<file path="src/rtl/logo_sprite_drawer.sv">
// -----------------------------------------------------------------------------
// logo_sprite_drawer
//
// Pixel-pipeline stage between the VGA sync counter and the logo ROM. It turns
// the current DrawX/DrawY into a ROM read address for a LOGO_W x LOGO_H sprite
// and keys out the transparent colour. The result is muxed over the supplied
// background colour. The sprite bounces around the visible screen, moving one
// step per frame.
//
// Pipeline (2 cycles DrawX/DrawY -> pixel_out, one pixel per clock):
//   stage 1: hit test, ROM address, delay of video_on/bg_color
//   stage 2: colour key / background mux, blanking
//
// Ports:
//   Clk          pixel clock, all state on rising edge
//   Reset        asynchronous active-high reset
//   DrawX/DrawY  current pixel column/row
//   video_on     high during the visible region
//   frame_start  one-cycle pulse per frame (vertical blanking)
//   move_en      low freezes the sprite position
//   bg_color     background RGB444 for the current pixel
//   rom_address  read address to the logo ROM (registered)
//   rom_color    combinational ROM data for rom_address
//   pixel_out    final RGB444 pixel
//   pixel_valid  pixel_out belongs to a visible pixel
//   logo_x/y     current sprite origin
//
// Optional feature macro: LOGO_MIRROR_EN
//   When defined, the sprite is mirrored horizontally while it travels left.
// -----------------------------------------------------------------------------
module logo_sprite_drawer #(
  parameter int          LOGO_W    = 256,
  parameter int          LOGO_H    = 242,
  parameter int          H_RES     = 640,
  parameter int          V_RES     = 480,
  parameter int          INIT_X    = 192,
  parameter int          INIT_Y    = 119,
  parameter int          STEP      = 2,
  parameter logic [11:0] KEY_COLOR = 12'h808
) (
  input  logic        Clk,
  input  logic        Reset,
  input  logic [9:0]  DrawX,
  input  logic [9:0]  DrawY,
  input  logic        video_on,
  input  logic        frame_start,
  input  logic        move_en,
  input  logic [11:0] bg_color,
  output logic [15:0] rom_address,
  input  logic [11:0] rom_color,
  output logic [11:0] pixel_out,
  output logic        pixel_valid,
  output logic [9:0]  logo_x,
  output logic [9:0]  logo_y
);

  typedef enum logic {FWD = 1'b0, REV = 1'b1} dir_t;

  // Stage 1 registers
  logic [15:0] rom_address_q, rom_address_d;
  logic        hit_q, hit_d;
  logic        video_on_q, video_on_d;
  logic [11:0] bg_color_q, bg_color_d;

  // Stage 2 registers
  logic [11:0] pixel_out_q, pixel_out_d;
  logic        pixel_valid_q, pixel_valid_d;

  // Motion state
  logic [9:0]  logo_x_q, logo_x_d;
  logic [9:0]  logo_y_q, logo_y_d;
  dir_t        dir_x_q, dir_x_d;
  dir_t        dir_y_q, dir_y_d;

  // Stage 1 working values; 11-bit so origin + size never wraps
  logic [10:0] draw_x_w, draw_y_w;
  logic [10:0] logo_x_w, logo_y_w;
  logic [10:0] logo_x_end, logo_y_end;
  logic [9:0]  rel_x, rel_y;
  logic [15:0] rel_x16, rel_y16, col16;

  // Motion working values
  logic [10:0] x_fwd_end, y_fwd_end;

  // Stage 1: hit test and ROM address generation
  always_comb begin
    draw_x_w   = {1'b0, DrawX};
    draw_y_w   = {1'b0, DrawY};
    logo_x_w   = {1'b0, logo_x_q};
    logo_y_w   = {1'b0, logo_y_q};
    logo_x_end = logo_x_w + 11'(LOGO_W);
    logo_y_end = logo_y_w + 11'(LOGO_H);

    hit_d = video_on &&
            (draw_x_w >= logo_x_w) && (draw_x_w < logo_x_end) &&
            (draw_y_w >= logo_y_w) && (draw_y_w < logo_y_end);

    rel_x   = DrawX - logo_x_q;
    rel_y   = DrawY - logo_y_q;
    rel_x16 = 16'(rel_x);
    rel_y16 = 16'(rel_y);

`ifdef LOGO_MIRROR_EN
    // Travelling left: read the row back to front so the logo faces its motion
    if (dir_x_q == REV) begin
      col16 = 16'(LOGO_W - 1) - rel_x16;
    end else begin
      col16 = rel_x16;
    end
`else
    col16 = rel_x16;
`endif

    rom_address_d = hit_d ? 16'(rel_y16 * 16'(LOGO_W) + col16) : 16'h0000;
    video_on_d    = video_on;
    bg_color_d    = bg_color;
  end

  // Stage 2: colour key, background mux and blanking
  always_comb begin
    pixel_valid_d = video_on_q;
    if (!video_on_q) begin
      pixel_out_d = 12'h000;
    end else if (hit_q && (rom_color != KEY_COLOR)) begin
      pixel_out_d = rom_color;
    end else begin
      pixel_out_d = bg_color_q;
    end
  end

  // Motion: each axis bounces independently, one step per enabled frame.
  // On hitting an edge the sprite is clamped to it and reverses.
  always_comb begin
    logo_x_d  = logo_x_q;
    logo_y_d  = logo_y_q;
    dir_x_d   = dir_x_q;
    dir_y_d   = dir_y_q;
    x_fwd_end = {1'b0, logo_x_q} + 11'(STEP) + 11'(LOGO_W);
    y_fwd_end = {1'b0, logo_y_q} + 11'(STEP) + 11'(LOGO_H);

    if (frame_start && move_en) begin
      if (dir_x_q == FWD) begin
        if (x_fwd_end > 11'(H_RES)) begin
          dir_x_d  = REV;
          logo_x_d = 10'(H_RES - LOGO_W);
        end else begin
          logo_x_d = logo_x_q + 10'(STEP);
        end
      end else begin
        if (logo_x_q < 10'(STEP)) begin
          dir_x_d  = FWD;
          logo_x_d = 10'd0;
        end else begin
          logo_x_d = logo_x_q - 10'(STEP);
        end
      end

      if (dir_y_q == FWD) begin
        if (y_fwd_end > 11'(V_RES)) begin
          dir_y_d  = REV;
          logo_y_d = 10'(V_RES - LOGO_H);
        end else begin
          logo_y_d = logo_y_q + 10'(STEP);
        end
      end else begin
        if (logo_y_q < 10'(STEP)) begin
          dir_y_d  = FWD;
          logo_y_d = 10'd0;
        end else begin
          logo_y_d = logo_y_q - 10'(STEP);
        end
      end
    end
  end

  always_ff @(posedge Clk or posedge Reset) begin
    if (Reset) begin
      rom_address_q <= 16'h0000;
      hit_q         <= 1'b0;
      video_on_q    <= 1'b0;
      bg_color_q    <= 12'h000;
      pixel_out_q   <= 12'h000;
      pixel_valid_q <= 1'b0;
      logo_x_q      <= 10'(INIT_X);
      logo_y_q      <= 10'(INIT_Y);
      dir_x_q       <= FWD;
      dir_y_q       <= FWD;
    end else begin
      rom_address_q <= rom_address_d;
      hit_q         <= hit_d;
      video_on_q    <= video_on_d;
      bg_color_q    <= bg_color_d;
      pixel_out_q   <= pixel_out_d;
      pixel_valid_q <= pixel_valid_d;
      logo_x_q      <= logo_x_d;
      logo_y_q      <= logo_y_d;
      dir_x_q       <= dir_x_d;
      dir_y_q       <= dir_y_d;
    end
  end

  assign rom_address = rom_address_q;
  assign pixel_out   = pixel_out_q;
  assign pixel_valid = pixel_valid_q;
  assign logo_x      = logo_x_q;
  assign logo_y      = logo_y_q;

endmodule

</file>
<file path="config.mk">
export PLATFORM = sky130hd
export DESIGN_NAME = logo_sprite_drawer
export DESIGN_NICKNAME = d
export VERILOG_FILES = /design/src/rtl/logo_sprite_drawer.sv
export SDC_FILE = /design/constraint.sdc
export NUM_CORES = 1
export LEC_CHECK = 0
export ABC_AREA = 1
export CORE_MARGIN = 3
export CORE_UTILIZATION = 50
export CTS_CLUSTER_DIAMETER = 200
export DETAILED_ROUTE_END_ITERATION = 8
export GPL_TIMING_DRIVEN = 0
export PLACE_DENSITY = 0.79
export SLEW_MARGIN = 20
export SYNTH_ARGS = -nofsm -noshare
export SYNTH_HDL_FRONTEND = slang
export SYNTH_SLANG_ARGS = --single-unit
</file>
<file path="constraint.sdc">
create_clock -name Clk -period 7.43 [get_ports Clk]
set_input_delay 1.1145 -clock Clk [delete_from_list [all_inputs] [get_ports Clk]]
set_output_delay 1.1145 -clock Clk [all_outputs]
set_load 0.005 [all_outputs]
</file>
Word level (Yosys, flattened, before mapping) --
Cells that the tools add are included.
Operators by class: $add $sub $neg 13, $lt $le $gt $ge 8, equal/unequal tests 1, mux-type cells 15, reductions and logical operators 6
Operators by type and width (count):
- 2-to-1 mux 10 bit | 6
- 2-to-1 mux 12 bit | 2
- adder 10 x 2 -> 11 bit, second input constant | 2
- < comparator 10 x 11 -> 1 bit | 2
- adder 10 x 2 -> 10 bit, second input constant | 2
- >= comparator 10 bit | 2
- < comparator 10 x 2 -> 1 bit, second input constant | 2
- subtractor 10 x 2 -> 10 bit, second input constant | 2
- adder 16 x 10 -> 16 bit | 1
- 2-to-1 mux 16 bit | 1
- inequality test 12 bit, second input constant | 1
- adder 10 x 8 -> 11 bit, second input constant | 1
- adder 10 x 9 -> 11 bit, second input constant | 1
- adder 11 x 8 -> 11 bit, second input constant | 1
- adder 11 x 9 -> 11 bit, second input constant | 1
- greater-than comparator 11 x 10 -> 1 bit, second input constant | 1
- greater-than comparator 11 x 9 -> 1 bit, second input constant | 1
- subtractor 10 bit | 1
- subtractor 8 bit | 1
- logical AND 1 bit | 6
- 2-to-1 mux 1 bit | 6
Storage, ports and cells: register bits 65, input bits 49, output and inout bits 49, logic and storage cells 53

Depth between registers and ports, before layout --
Gate-level depths: netlist of the first run.
depth after elaboration 6, depth in mapped cells 20

Worst setup path after synthesis of the first run --
Ideal clock, no wire load.
kind input to register, from in DrawX[3], to reg rom_address_q[14] (netlist: rom_address[14]), arrival time 3251 ps, required time 7314 ps, path slack 4063 ps, stages 18, path buffers 0, cells stage by stage ha_1 > nand2_1 > nand2_1 > a31oi_1 > o21ai_0 > nand3_1 > nand2_1 > xor2_1 > ha_1 > fa_1 > inv_1 > nor2_1 > nand3_1 > nor2_1 > inv_1 > o21bai_1 > nand2_1 > nor2_2
On the way: word-level cells in the longest chain between the ends 6, elaborated cells between the ends (all ways) 9, classes of those cells add/sub: 2; order compare: 2; mux: 1; reduce/logical: 4
RTL lines:
- from (decl) | line 43 | input logic [9:0] DrawX,
- branches (longest 5 deep; another with adder 16 x 10 -> 16 bit)
- 2-to-1 mux 16 bit * | line 114 | rom_address_d = hit_d ? 16'(rel_y16 * 16'(LOGO_W) + col16) : 16'h0000;
- net rom_address_d[14] | line 60 | logic [15:0] rom_address_q, rom_address_d;
- to (signal assigned) | line 189 | rom_address_q <= rom_address_d;
- to (decl) | line 60
Mark *: on every way through the listed nets, which the timed path passes. A chain may end at the register's enable or synchronous reset.

Final worst setup path of the first run --
from in DrawX[1], to reg rom_address_q[14] (netlist: rom_address[14])
The elaborated chain is that of the path after synthesis.

==> impl_metrics.py, run 1 <==
metrics = {
    "timing": {
        "rsz0062_at_grt": "no",
        "hold_slack_ns": 0.4532,
        "clock_skew_ns": 0.006447,
        "hold_violations": 0,
        "slew_viol_final": 0,
        "worst_slew_margin_rel_pct": 64.90,
        "worst_pin_slew_ns": 0.5265,
        "period_share_pct": 50.13,
        "fin_setup_tns_ns": 0,
        "max_freq_mhz": 268.5,
        "finalCriticalPeriod_ns": 3.725,
        "setup_violations": 0,
    },
    "floorplan": {
        "core-area_mm2": 0.008848,
        "floorplan.initialDensity_pct": 52.33,
        "dieHeight_um": 102.2,
        "die_area_mm2": 0.01045,
        "die_w_um": 102.2,
        "num_rows": 34,
        "io_pins": 98,
    },
    "clock_network": {
        "cts_tree": "built",
        "clockBufferDepth": 2,
        "cts_htree_levels": 3,
        "cts_repair_resize_count": 0,
        "postCtsHoldBufs": 0,
        "clk_latency_ns": 0.34,
        "clkTransAtPathRegs_ns": 0.08,
        "cts_buffers": 9,
        "post_cts_buffers": 0,
        "cts-root-buf": "clkbuf_8",
        "cts.sinks": 64,
    },
    "pwr": {
        "cellLeakagePower_nw": 2.912,
        "power_density_mw_per_mm2": 356.3,
        "ir_worst_vdd_v": 0.0002030,
    },
    "global_routing": {
        "grt_use_total_pct": 23.73,
        "grt_pass1_vias": 4227,
        "antenna_found_initial": 0,
        "overflow": 0,
        "grt_pass1_wl_um": 19550,
        "grt_max_degree": 57,
    },
    "synth": {
        "syn_inst": 624,
        "ys_ff_latch": 64,
        "synth_top_family_by_area": "simple AND/OR/NAND/NOR gates",
        "synthSimpleGateAreaFrac_pct": 28.72,
        "synth_cell_types": 41,
        "synthTopCellsByArea": "dfrtp_1 30%, ha_1 11%, nand2_1 10%",
        "yosys_warnings": 0,
        "synthAdderAreaFrac_pct": 12.10,
        "ys_seq_area_share_pct": 34.80,
        "synth_top_area_cell": "dfrtp_1",
        "synth_compound_area_share_pct": 10.59,
        "syn_area_mm2": 0.004631,
        "synth_area_per_cell_um2": 7.421,
        "syn_nets": 716,
        "synth_xor_area_share_pct": 5.485,
        "synthMuxAreaShare_pct": 0,
        "synth_top_area_share_pct": 30.26,
    },
    "drt": {
        "vias": 4423,
        "avgViaCountPerCell": 5.234,
        "drc": 0,
        "drtPass1Iterations": 5,
        "antenna_left": 0,
        "wl_um": 11970,
        "drt_iter0_drc": 142,
        "wl_per_cell_um": 14.17,
    },
    "critical_path": {
        "arrival_ns": 3.96,
        "end_kind": "flop",
        "worst_ep_required_time_ns": 7.67,
        "critPathMaxFanout": 3,
        "crit_type": "in -> reg",
        "start_kind": "input pin",
    },
    "cells_and_area": {
        "antennaDiodeCount": 0,
        "final_cell_mix": "129 x nand2_1, 96 x clkdlybuf4s50_1, 92 x nor2_1, 75 x inv_1, 56 x dfrtp_1",
        "fillers": 772,
        "layout_commonest_cell": "nand2_1",
        "drive_gt1_share_pct": 7.734,
        "syn_to_final_growth_pct": 29.21,
        "fin_nets": 824,
    },
    "status": {
        "outcome": "completed",
    },
    "place": {
        "gpl.final_weighted_congestion": 0.9497,
        "dp_hpwl_um": 9355,
        "port_buffers": 96,
    },
    "job": {
        "cap_viol_max_count": 0,
    },
    "hold_path": {
        "hold_class": "reg -> reg",
    },
}
-- metrics by stage --
| step | power [mW] | setup WS, ns | area, um^2 | util [%] | std cells |
|---|---|---|---|---|---|
| 4_1_cts | 2.143 | 3.687 | 5983 | 67.62 | 845 |
| 6_report | 2.132 | 3.705 | 5983 | 67.62 | 845 |
| 2_1_floorplan | 1.389 | 4.063 | 4631 | - | 624 |
| 3_5_place_dp | 1.775 | 3.332 | 5757 | 65.06 | 829 |
| 3_3_place_gp | 1.745 | 3.368 | 5727 | 64.72 | 828 |
| 5_1_grt | 2.337 | 3.364 | 5983 | 67.62 | 845 |
-- sequential cells by signal, summed over array words and instances, names as in the netlist --
name and count:
dir_x_q 1, dir_y_q 1, logo_x 9, pixel_out 12, rom_address 16, bg_color_q 12
pixel_valid_d 1, logo_y 10, hit_q 1, pixel_valid 1
-- area by class of cell --
cell class	count	area, um^2	share of cell area, %
Inverter	80	302.8	5.061
Buffer	14	76.32	1.276
Clock buffer	9	123.9	2.070
Clock inverter	7	102.6	1.715
Timing Repair Buffer	97	988.4	16.52
Sequential cell	64	1612	26.93
Multi-Input combinational cell	466	2643	44.17
Tap cell	108	135.1	2.258
-- logic make-up (layout without fill, tap and decap cells) --
logic type               count (synthesis)  count (layout)
AO/OA/AOI/OAI                           88              88
buffers and inverters                   94             207
other                                    2               2
XOR/XNOR                                29              29
AND/OR/NAND/NOR                        304             304
flip-flops                              64              64
adder cells (fa/ha/maj)                 43              43
-- report_power, final --
group | total (mW) | internal, mW | leakage (nW) | switching (mW)
sequential | 0.510 | 0.433 | 0.794 | 0.0777
clock | 0.344 | 0.192 | 0.110 | 0.152
combinational | 1.28 | 0.517 | 2.01 | 0.761
-- cell usage after synthesis (all sizes together) --
cell type,instances
nand2,131
nor2,106
inv,78
dfrtp,56
nand3,43
ha,40
o21ai,40
a21oi,30
xor2,25
nand4,12
dfstp,8
buf,7
clkbuf,7
nor3,6
o21bai,4
xnor2,4
fa,3
nor4,3
o2111ai,3
a21boi,2
a31oi,2
clkinv,2
conb,2
nand3b,2
o211ai,2
o21a,2
a22oi,1
a31o,1
o22ai,1
or2,1
-- routing by layer --
metal	up-vias	wire, um	global-route usage [%]
li1	2233	-	-
met1	2017	5131	29.54
met4	0	243	8.577
met5	-	0	0
met3	28	703	4.164
met2	145	5895	41.28
-- path summary, 6_finish.rpt --
path	end	slack, ns	startpoint	depth (start not counted)
max	rom_address[14]	3.71	DrawX[1]	17
min	pixel_valid	0.45	pixel_valid_d	0
max reg2reg	rom_address[15]	4.21	logo_x[8]	16
min reg2reg	pixel_valid	0.45	pixel_valid_d	0
max in group asynchronous	logo_y[0]	5.88	Reset	3
min in group asynchronous	pixel_out[5]	1.01	Reset	2
-- worst max-delay path: stages --
cell and delay, ns:
clkdlybuf4s50_1 0.47, fa_1 0.51, a31oi_1 0.23, o21ai_0 0.17, nand3_1 0.10, nand2_1 0.06
xor2_1 0.14, ha_1 0.22, fa_1 0.41, inv_1 0.07, nor2_1 0.04, nand3_1 0.11
nor2_1 0.07, inv_1 0.07, o21bai_1 0.06, nand2_1 0.07, nor2_2 0.04
Power figures use the tool's default switching activity.
==> inputs of run 2 (changes only) <==
- clock period: 7.43 -> 3.9 ns (I/O delays scaled with it)
==> results of run 2 <==
The final DEF is identical to that of run 1. Status: completed.
Main changes from that run: setup slack after placement 3.332 ns -> 0.3315 ns; setup slack after layout 3.705 ns -> 0.6782 ns; start point of the critical path DrawX[1] -> logo_x[8]; end point of the critical path rom_address[14] -> rom_address[15]; register-to-register setup slack 4.21 ns -> 0.68 ns; total power 2.132 mW -> 4.062 mW; worst IR drop on VDD 0.0002030 V -> 0.0003866 V
==> inputs of run 3 (changes only) <==
- clock period: 3.9 -> 3.3 ns (I/O delays scaled with it)
==> impl_metrics.py, run 3 (synthesized netlist as in run 1, its figures left out) <==
metrics = {
    "status": {
        "outcome": "completed",
    },
    "cells_and_area": {
        "syn_to_final_growth_pct": 30.99,
        "fin_nets": 830,
        "layout_commonest_cell": "nand2_1",
        "drive_gt1_share_pct": 9.421,
        "final_area_mm2": 0.006066,
        "antennaDiodeCount": 0,
        "final_cell_mix": "129 x nand2_1, 96 x clkdlybuf4s50_1, 92 x nor2_1, 75 x inv_1, 55 x dfrtp_1",
        "largest_reg_flops": 16,
    },
    "pwr": {
        "cellLeakagePower_nw": 2.940,
        "p_sw_mw": 2.267,
        "ir_worst_vdd_v": 0.0004751,
        "p_clk_share_pct": 15.8,
        "p_comb_share_pct": 60.7,
        "p_sw_share_pct": 46.22,
        "p_int_mw": 2.638,
        "seq_power_share_pct": 23.5,
        "power_density_mw_per_mm2": 808.5,
    },
    "critical_path": {
        "worst_ep_required_time_ns": 3.54,
        "arrival_ns": 3.25,
        "rrSetupSlack_ns": 0.30,
        "start_kind": "input pin",
        "reg2reg_depth": 18,
        "timing.rr.start": "logo_x[4]",
        "crit_start": "DrawX[1]",
        "end_kind": "flop",
        "crit_type": "in -> reg",
        "r2r_end": "rom_address[15]",
        "critPathMaxFanout": 3,
    },
    "timing": {
        "rsz0062_at_grt": "no",
        "worst_pin_slew_ns": 0.5319,
        "slew_viol_final": 0,
        "setup_violations": 0,
        "setup_ws_ns": 0.2953,
        "finalCriticalPeriod_ns": 3.005,
        "max_freq_mhz": 332.8,
        "hold_violations": 0,
        "period_share_pct": 91.05,
        "clock_skew_ns": 0.006554,
        "worst_slew_margin_rel_pct": 64.54,
        "hold_slack_ns": 0.3926,
    },
    "global_routing": {
        "grt_pass1_vias": 4227,
        "grt_pass1_wl_um": 19550,
        "grt_use_total_pct": 23.73,
        "grt_max_degree": 57,
        "antenna_found_initial": 0,
        "overflow": 0,
    },
    "drt": {
        "wl_um": 12070,
        "wl_per_cell_um": 14.18,
        "avgViaCountPerCell": 5.287,
        "antenna_left": 0,
        "vias": 4499,
        "drtPass1Iterations": 4,
        "drt_iter0_drc": 137,
        "drc": 0,
    },
    "place": {
        "gpl.final_weighted_congestion": 0.9497,
        "dp_slack_ns": -0.1785,
        "dp_hpwl_um": 9355,
        "port_buffers": 96,
        "postPlaceCellArea_mm2": 0.005757,
    },
    "floorplan": {
        "dieHeight_um": 102.2,
        "io_pins": 98,
        "core-area_mm2": 0.008848,
        "num_rows": 34,
        "die_area_mm2": 0.01045,
        "floorplan.initialDensity_pct": 52.33,
        "die_w_um": 102.2,
    },
    "clock_network": {
        "clk_latency_ns": 0.34,
        "postCtsHoldBufs": 0,
        "cts-root-buf": "clkbuf_8",
        "cts_htree_levels": 3,
        "cts.sinks": 64,
        "cts_buffers": 9,
        "clkTransAtPathRegs_ns": 0.08,
        "clockBufferDepth": 2,
        "cts_tree": "built",
    },
    "hold_path": {
        "hold_class": "in -> async",
    },
    "job": {
        "cap_viol_max_count": 0,
    },
}
[run 3: per-layer routing]
layer | vias up | track usage (%) | routed length [um]
met2 | 151 | 41.28 | 5981
met1 | 2074 | 29.54 | 5156
li1 | 2246 | - | -
met3 | 28 | 4.164 | 697
met4 | 0 | 8.577 | 235
met5 | - | 0 | 0
[run 3: how the worst max path moves through the flow]
stage | cells after the start | end | slack [ns]
floorplan | 17 | rom_address[14] | 0.50
global route | 17 | rom_address[15] | 0.01
finish | 17 | rom_address[14] | 0.30
global placement | 19 | rom_address[14] | -0.14
CTS | 16 | rom_address[15] | 0.06
detailed placement | 17 | rom_address[14] | -0.18
[run 3: power by group through the flow]
stage | Sequential, mW | Clock [mW] | Combinational [mW]
floorplan | 1.14 | 0 | 1.99
global placement | 1.16 | 0 | 2.77
detailed placement | 1.16 | 0 | 2.83
CTS | 1.15 | 0.802 | 2.88
global route | 1.18 | 0.832 | 3.35
finish | 1.15 | 0.775 | 2.98
[run 3: worst max-delay path: stages]
cell and delay, ns:
clkdlybuf4s50_1 0.46, fa_1 0.52, a31oi_2 0.22, o21ai_2 0.11, nand3_1 0.08, nand2_1 0.06
xor2_1 0.14, ha_1 0.22, fa_1 0.41, inv_1 0.07, nor2_1 0.04, nand3_1 0.10
nor2_1 0.07, inv_1 0.07, o21bai_1 0.06, nand2_1 0.07, nor2_2 0.04
[run 3: metrics by stage]
step                utilization [%]  std cells  setup TNS (ns)  power (mW)
floorplan                         -        624               0       3.126
global placement              64.72        828         -0.2188       3.928
detailed placement            65.06        829         -0.3538       3.996
CTS                           67.62        845               0       4.825
global route                  68.55        851               0       5.364
finish                        68.55        851               0       4.904
[run 3: final cells by class]
| class | instances | area [um^2] |
|---|---|---|
| sequential | 64 | 1613 |
| timing repair buffer | 103 | 1033 |
| tap | 108 | 135.1 |
| buffer | 14 | 76.32 |
| multi-input combinational | 466 | 2675 |
| fill | 763 | 2783 |
| inverter | 80 | 306.5 |
| clock inverter | 7 | 102.6 |
| clock buffer | 9 | 123.9 |
[run 3: what timing repair did]
action | in CTS | in global routing
buffers inserted | 0 | 6
endpoints found under the setup margin | 0 | 4
gates resized for setup | 0 | 9
